==> config.mk <==
export PLATFORM = sky130hd
export DESIGN_NAME = nibble_rr_arbiter
export DESIGN_NICKNAME = d
export VERILOG_FILES = /design/src/rtl/nibble_arb_pkg.sv /design/src/rtl/rr_pick.sv /design/src/rtl/nibble_rr_arbiter.sv
export SDC_FILE = /design/constraint.sdc
export NUM_CORES = 1
export LEC_CHECK = 0
export CAP_MARGIN = 10
export CORE_MARGIN = 10
export CORE_UTILIZATION = 40
export CTS_BUF_LIST = sky130_fd_sc_hd__clkbuf_2 sky130_fd_sc_hd__clkbuf_4 sky130_fd_sc_hd__clkbuf_8
export DETAILED_ROUTE_END_ITERATION = 10
export PLACE_DENSITY = 0.81
export SYNTH_ARGS = -nofsm -noshare
export SYNTH_HDL_FRONTEND = slang
export SYNTH_SLANG_ARGS = --single-unit
==> constraint.sdc <==
create_clock -name CLK -period 2.14 [get_ports CLK]
set_input_delay 0.214 -clock CLK [delete_from_list [all_inputs] [get_ports CLK]]
set_output_delay 0.214 -clock CLK [all_outputs]
set_load 0.02 [all_outputs]
==> src/rtl/nibble_arb_pkg.sv <==
// Shared definitions for the nibble round-robin arbiter: state encoding,
// default sizing and the index/counter width derivations.
package nibble_arb_pkg;

  typedef enum logic {
    ST_IDLE  = 1'b0,
    ST_GRANT = 1'b1
  } state_e;

  localparam int unsigned DEF_NUM_REQ   = 4;
  localparam int unsigned DEF_DATA_W    = 4;
  localparam int unsigned DEF_MAX_BURST = 4;

  // Width needed to index n requesters (at least one bit).
  function automatic int unsigned ptr_w(input int unsigned n);
    return (n > 1) ? $clog2(n) : 1;
  endfunction

  // Width needed to count 0..b beats.
  function automatic int unsigned cnt_w(input int unsigned b);
    return $clog2(b + 1);
  endfunction

  localparam int unsigned DEF_PTR_W = ptr_w(DEF_NUM_REQ);
  localparam int unsigned DEF_CNT_W = cnt_w(DEF_MAX_BURST);

endpackage

==> src/rtl/rr_pick.sv <==
// Round-robin picker: first set request at or above ptr, wrapping around.
module rr_pick
  import nibble_arb_pkg::*;
#(
  parameter int unsigned NUM_REQ = DEF_NUM_REQ,
  parameter int unsigned PTR_W   = ptr_w(NUM_REQ)
) (
  input  logic [NUM_REQ-1:0] req,
  input  logic [PTR_W-1:0]   ptr,
  output logic [PTR_W-1:0]   winner_c,
  output logic               any_req_c
);

  // Scan offsets high to low so the smallest offset from ptr wins last.
  always_comb begin
    winner_c = '0;
    for (int i = NUM_REQ - 1; i >= 0; i--) begin
      logic [PTR_W-1:0] idx;
      idx = PTR_W'((unsigned'(32'(ptr)) + unsigned'(32'(i))) % NUM_REQ);
      if (req[idx]) winner_c = idx;
    end
  end

  // Any pending request at all.
  always_comb begin
    any_req_c = |req;
  end

endmodule

==> src/rtl/nibble_rr_arbiter.sv <==
// Round-robin arbiter sharing one nibble bus among NUM_REQ requesters.
// Bursts up to MAX_BURST beats per grant under READY_IN back-pressure.
// Optional: define NIBBLE_ARB_PARITY_EN to add the PARITY_OUT even-parity output.
module nibble_rr_arbiter
  import nibble_arb_pkg::*;
#(
  parameter int unsigned NUM_REQ   = DEF_NUM_REQ,
  parameter int unsigned DATA_W    = DEF_DATA_W,
  parameter int unsigned MAX_BURST = DEF_MAX_BURST
) (
  input  logic                      CLK,
  input  logic                      RESET_L,
  input  logic [NUM_REQ-1:0]        REQ,
  input  logic [NUM_REQ*DATA_W-1:0] DATA_IN,
  input  logic                      READY_IN,
  output logic [NUM_REQ-1:0]        GNT,
  output logic [DATA_W-1:0]         DATA_OUT,
  output logic                      VALID_OUT,
  output logic                      BUSY
`ifdef NIBBLE_ARB_PARITY_EN
  ,
  output logic                      PARITY_OUT
`endif
);

  localparam int unsigned PTR_W = ptr_w(NUM_REQ);
  localparam int unsigned CNT_W = cnt_w(MAX_BURST);

  state_e             state;
  logic [PTR_W-1:0]   ptr;
  logic [PTR_W-1:0]   owner;
  logic [CNT_W-1:0]   beat_cnt;
  logic [PTR_W-1:0]   winner_c;
  logic               any_req_c;
  logic [DATA_W-1:0]  data_sel_c;
  logic               xfer_c;
  logic               last_beat_c;
  logic               release_c;

  rr_pick #(
    .NUM_REQ (NUM_REQ),
    .PTR_W   (PTR_W)
  ) u_rr_pick (
    .req       (REQ),
    .ptr       (ptr),
    .winner_c  (winner_c),
    .any_req_c (any_req_c)
  );

  // Select the owner's data slice.
  always_comb begin
    data_sel_c = '0;
    for (int i = 0; i < NUM_REQ; i++) begin
      if (owner == PTR_W'(i)) data_sel_c = DATA_IN[i*DATA_W +: DATA_W];
    end
  end

  // Transfer and release conditions while granted.
  always_comb begin
    xfer_c      = GNT[owner] & REQ[owner] & READY_IN;
    last_beat_c = xfer_c & (beat_cnt == CNT_W'(MAX_BURST - 1));
    release_c   = ~REQ[owner] | last_beat_c;
  end

  // Arbitration FSM with registered grant, data and status outputs.
  always_ff @(posedge CLK or negedge RESET_L) begin
    if (!RESET_L) begin
      state      <= ST_IDLE;
      ptr        <= '0;
      owner      <= '0;
      beat_cnt   <= '0;
      GNT        <= '0;
      DATA_OUT   <= '0;
      VALID_OUT  <= 1'b0;
      BUSY       <= 1'b0;
`ifdef NIBBLE_ARB_PARITY_EN
      PARITY_OUT <= 1'b0;
`endif
    end else begin
      case (state)
        ST_IDLE: begin
          VALID_OUT <= 1'b0;
          if (any_req_c) begin
            GNT      <= NUM_REQ'(1) << winner_c;
            owner    <= winner_c;
            beat_cnt <= '0;
            BUSY     <= 1'b1;
            state    <= ST_GRANT;
          end
        end
        ST_GRANT: begin
          VALID_OUT <= xfer_c;
          if (xfer_c) begin
            DATA_OUT   <= data_sel_c;
            beat_cnt   <= beat_cnt + CNT_W'(1);
`ifdef NIBBLE_ARB_PARITY_EN
            PARITY_OUT <= ^data_sel_c;
`endif
          end
          if (release_c) begin
            GNT   <= '0;
            BUSY  <= 1'b0;
            state <= ST_IDLE;
            ptr   <= (owner == PTR_W'(NUM_REQ - 1)) ? '0 : owner + PTR_W'(1);
          end
        end
        default: begin
          state <= ST_IDLE;
          GNT   <= '0;
          BUSY  <= 1'b0;
        end
      endcase
    end
  end

endmodule

==> run_results.csv <==
group,metric,value,unit
die,design.core.area,2540,sq um
synth,async_reset_ff_share,100,%
die,die_w,72.5,um
cts,cts_tree,"yes",
layout,mostFrequentLayoutCell,"sky130_fd_sc_hd__clkdlybuf4s50_1",
setup_path,worst-path-stages,4,
drt,route.antenna.remaining_nets,0,
min_path,hold_path.class,"input pin to asynchronous set/reset pin",
global_route,grt_max_degree,19,
cts,clkLatencyLatePin,290,ps
die,io_pins,33,
setup_path,critical_path.reg2reg.startpoint,"owner[1]",
cts,ctsLongestPathBuffers,2,
sta,setup_violations,0,
cts,cts.clk_slew.worst_paths,90,ps
sta,final_hold_slack,239,ps
drt,drt-initial-drc-count,16,
setup_path,crit_type,"flip-flop to flip-flop",
synth,synth_enable_flop_cells,0,
run_status,run_status,"completed",
drt,routed_wirelength,2810,um
synth,synth_fp_nets,143,
cts,cts_post_setup_buffers_inserted,0,
layout,antenna-diode-count,0,
sta,hold_viol_final,0,
sta,grt_setup_unrepaired,"no",
global_route,globalRouteOverflowTotal,0,
synth,syn_avg_cell_area,9.66,sq um
setup_path,largest_fanout_on_the_critical_path,7,
power_and_ir_drop,vdd_ir_drop_max,0.825,mV
setup_path,critical-path-max-stage-delay,580,ps
sta,final.setup.tns,0,ps
die,die_area,5250,sq um
setup_path,timing.critical_path.arrival,2030,ps
setup_path,cell_depth_of_the_worst_flop_to_flop_path,4,
die,fp.dieH,72.5,um
power_and_ir_drop,power_per_cell_area,1270,nW/um^2
drt,drt_pass1_iterations,4,
placed_design,dpl.hpwl,2290,um
setup_path,critPathTopFamily,"multiplexers",
cts,cts_resized,0,
setup_path,worst_setup_path_startpoint,"owner[1]",
die,num_rows,18,
drt,post_detailed_route_wirelength_per_cell,15.9,um
layout,final_nets,177,
layout,drive_gt1_share,10.2,%
layout,flow.area_growth_from_synthesis,34.3,%
cts,clock_sinks,18,
power_and_ir_drop,leakage,0.682,nW
synth,synthesis.area,1100,sq um
synth,synth_warnings,0,
global_route,number_of_antenna_violations_at_the_first_check_in_global_routing,0,
run,maxCapViolCount,0,
global_route,grt_pass1_wl,4460,um
die,start_util,43.3,%
synth,synth.top_cell.area_share,40.9,%
global_route,grt.total_usage,10.3,%
setup_path,startpoint_type,"flip-flop",
cts,cts_root_buf,"sky130_fd_sc_hd__clkbuf_4",
synth,post_synthesis_sequential_element_count,18,
global_route,vias_in_the_first_global_route,948,
drt,drc,0,
setup_path,critical_path.endpoint_type,"flip-flop",
placed_design,gp_congestion,0.791,
setup_path,worst_path_max_delay_cell,"sky130_fd_sc_hd__mux4_2",
synth,synthTopCellsByArea,"sky130_fd_sc_hd__dfrtp_1 (41%), sky130_fd_sc_hd__ha_1 (6.8%), sky130_fd_sc_hd__a21oi_1 (5.5%)",
cts,cts_htree_levels,1,
setup_path,worst-r2r-setup-slack,290,ps
sta,min_period,1850,ps
cts,cts-hold-fix-buffers,0,
sta,setup_skew_after_layout,1.37,ps
setup_path,crit_required,2320,ps
layout,most_frequent_cells_in_the_layout,"sky130_fd_sc_hd__clkdlybuf4s50_1 (32), sky130_fd_sc_hd__dfrtp_1 (18), sky130_fd_sc_hd__nand2_1 (13)",
drt,via_per_inst,5.43,
synth,postSynth.topFlopCell,"sky130_fd_sc_hd__dfrtp_1",
synth,post_synthesis_cell_count,114,
setup_path,combined_buffer_and_inverter_count_along_the_critical_path,0,
synth,synth.distinct_cells,32,
synth,yosysTopAreaCell,"sky130_fd_sc_hd__dfrtp_1",
sta,final-max-slew-violation-count,0,
placed_design,io_buffer_count,32,
sta,min_period_over_period,86.6,%
cts,cts-buffers-inserted,3,
setup_path,r2r-end,"ptr[1]",
setup_path,setup.worst_path.end,"ptr[1]",
sta,max_transition_margin,62.8,%
synth,seq_total_area_yosys,40.9,%
drt,route.vias.total,961,
setup_path,critical_path.cell_chain,"mux4_2 > o221ai_2 > and2_1 > mux2_4",
sta,worst_slew_pin_slew,552,ps
sta,fmax,0.539,GHz
[power by group]
part           total [W]  leakage [nW]  internal, W  switching [W]
Clock           0.000201        0.0210     0.000104      0.0000971
Sequential      0.000628         0.231     0.000480       0.000148
Combinational    0.00105         0.430     0.000527       0.000524
[state kept, by name (all words and copies together), names as in the netlist]
register / cells
DATA_OUT: 4
GNT: 4
beat_cnt: 3
owner: 2
ptr: 2
BUSY: 1
VALID_OUT: 1
state: 1
[through the flow]
step | area (sq um) | worst slack [ps] | power, W | util, % | cells
6_report | 1480 | 286 | 0.00188 | 58.1 | 177
5_1_grt | 1480 | 189 | 0.00203 | 58.1 | 177
4_1_cts | 1480 | 295 | 0.00190 | 58.1 | 177
3_5_place_dp | 1440 | 163 | 0.00169 | 56.7 | 173
3_3_place_gp | 1440 | 215 | 0.00164 | 56.7 | 173
2_1_floorplan | 1100 | 374 | 0.00132 | - | 114
[synth_stat cells, types with 3 or more instances]
cell type and count:
sky130_fd_sc_hd__a22o_1 4, sky130_fd_sc_hd__mux2_2 4, sky130_fd_sc_hd__ha_1 6, sky130_fd_sc_hd__nor2_1 3, sky130_fd_sc_hd__nand2_1 13, sky130_fd_sc_hd__mux2i_1 6
sky130_fd_sc_hd__inv_1 12, sky130_fd_sc_hd__dfrtp_1 18, sky130_fd_sc_hd__a21oi_1 12, sky130_fd_sc_hd__o21ai_0 5
[worst min-delay path by stage]
stage	endpoint	slack, ps	cells after the start
global placement	beat_cnt[0]	470	1
detailed placement	beat_cnt[0]	480	1
finish	beat_cnt[1]	240	2
global route	beat_cnt[1]	240	2
floorplan	BUSY	-80	0
CTS	BUSY	230	2
[metal layers]
metal / global-route usage [%] / routed length [um] / share of wire [%]
met1: 11.0 / 1190 / 43
met2: 17.9 / 1300 / 46
met3: 5.85 / 308 / 11
met4: 1.27 / 6 / 0.21
met5: 0 / 0 / 0
[worst register-to-register path, delay by kind of cell (launching register included)]
| kind | cells | cell delay (ps) |
|---|---|---|
| DFF | 1 | 550 |
| muxes | 2 | 890 |
| and+or+nand+nor | 1 | 210 |
| AOI/OAI and AO/OA | 1 | 100 |
[logic make-up after synthesis]
group	after synthesis	synth area share, %
AO/OA/AOI/OAI	33	19.9
AND/OR/NAND/NOR	27	11.8
buffers and inverters	18	7.61
flip-flops	18	40.9
multiplexers	12	13.0
adder cells (fa/ha/maj)	6	6.82
[final cells by class]
| cell class | count | area [sq um] |
|---|---|---|
| repair buffers | 35 | 343 |
| clock buffers | 4 | 36.3 |
| multi-input cells | 78 | 567 |
| flip-flops and latches | 18 | 450 |
| well taps | 30 | 37.5 |
| inverters | 12 | 45.0 |
| fillers | 230 | 1070 |
(Power assumes the default switching activity.)
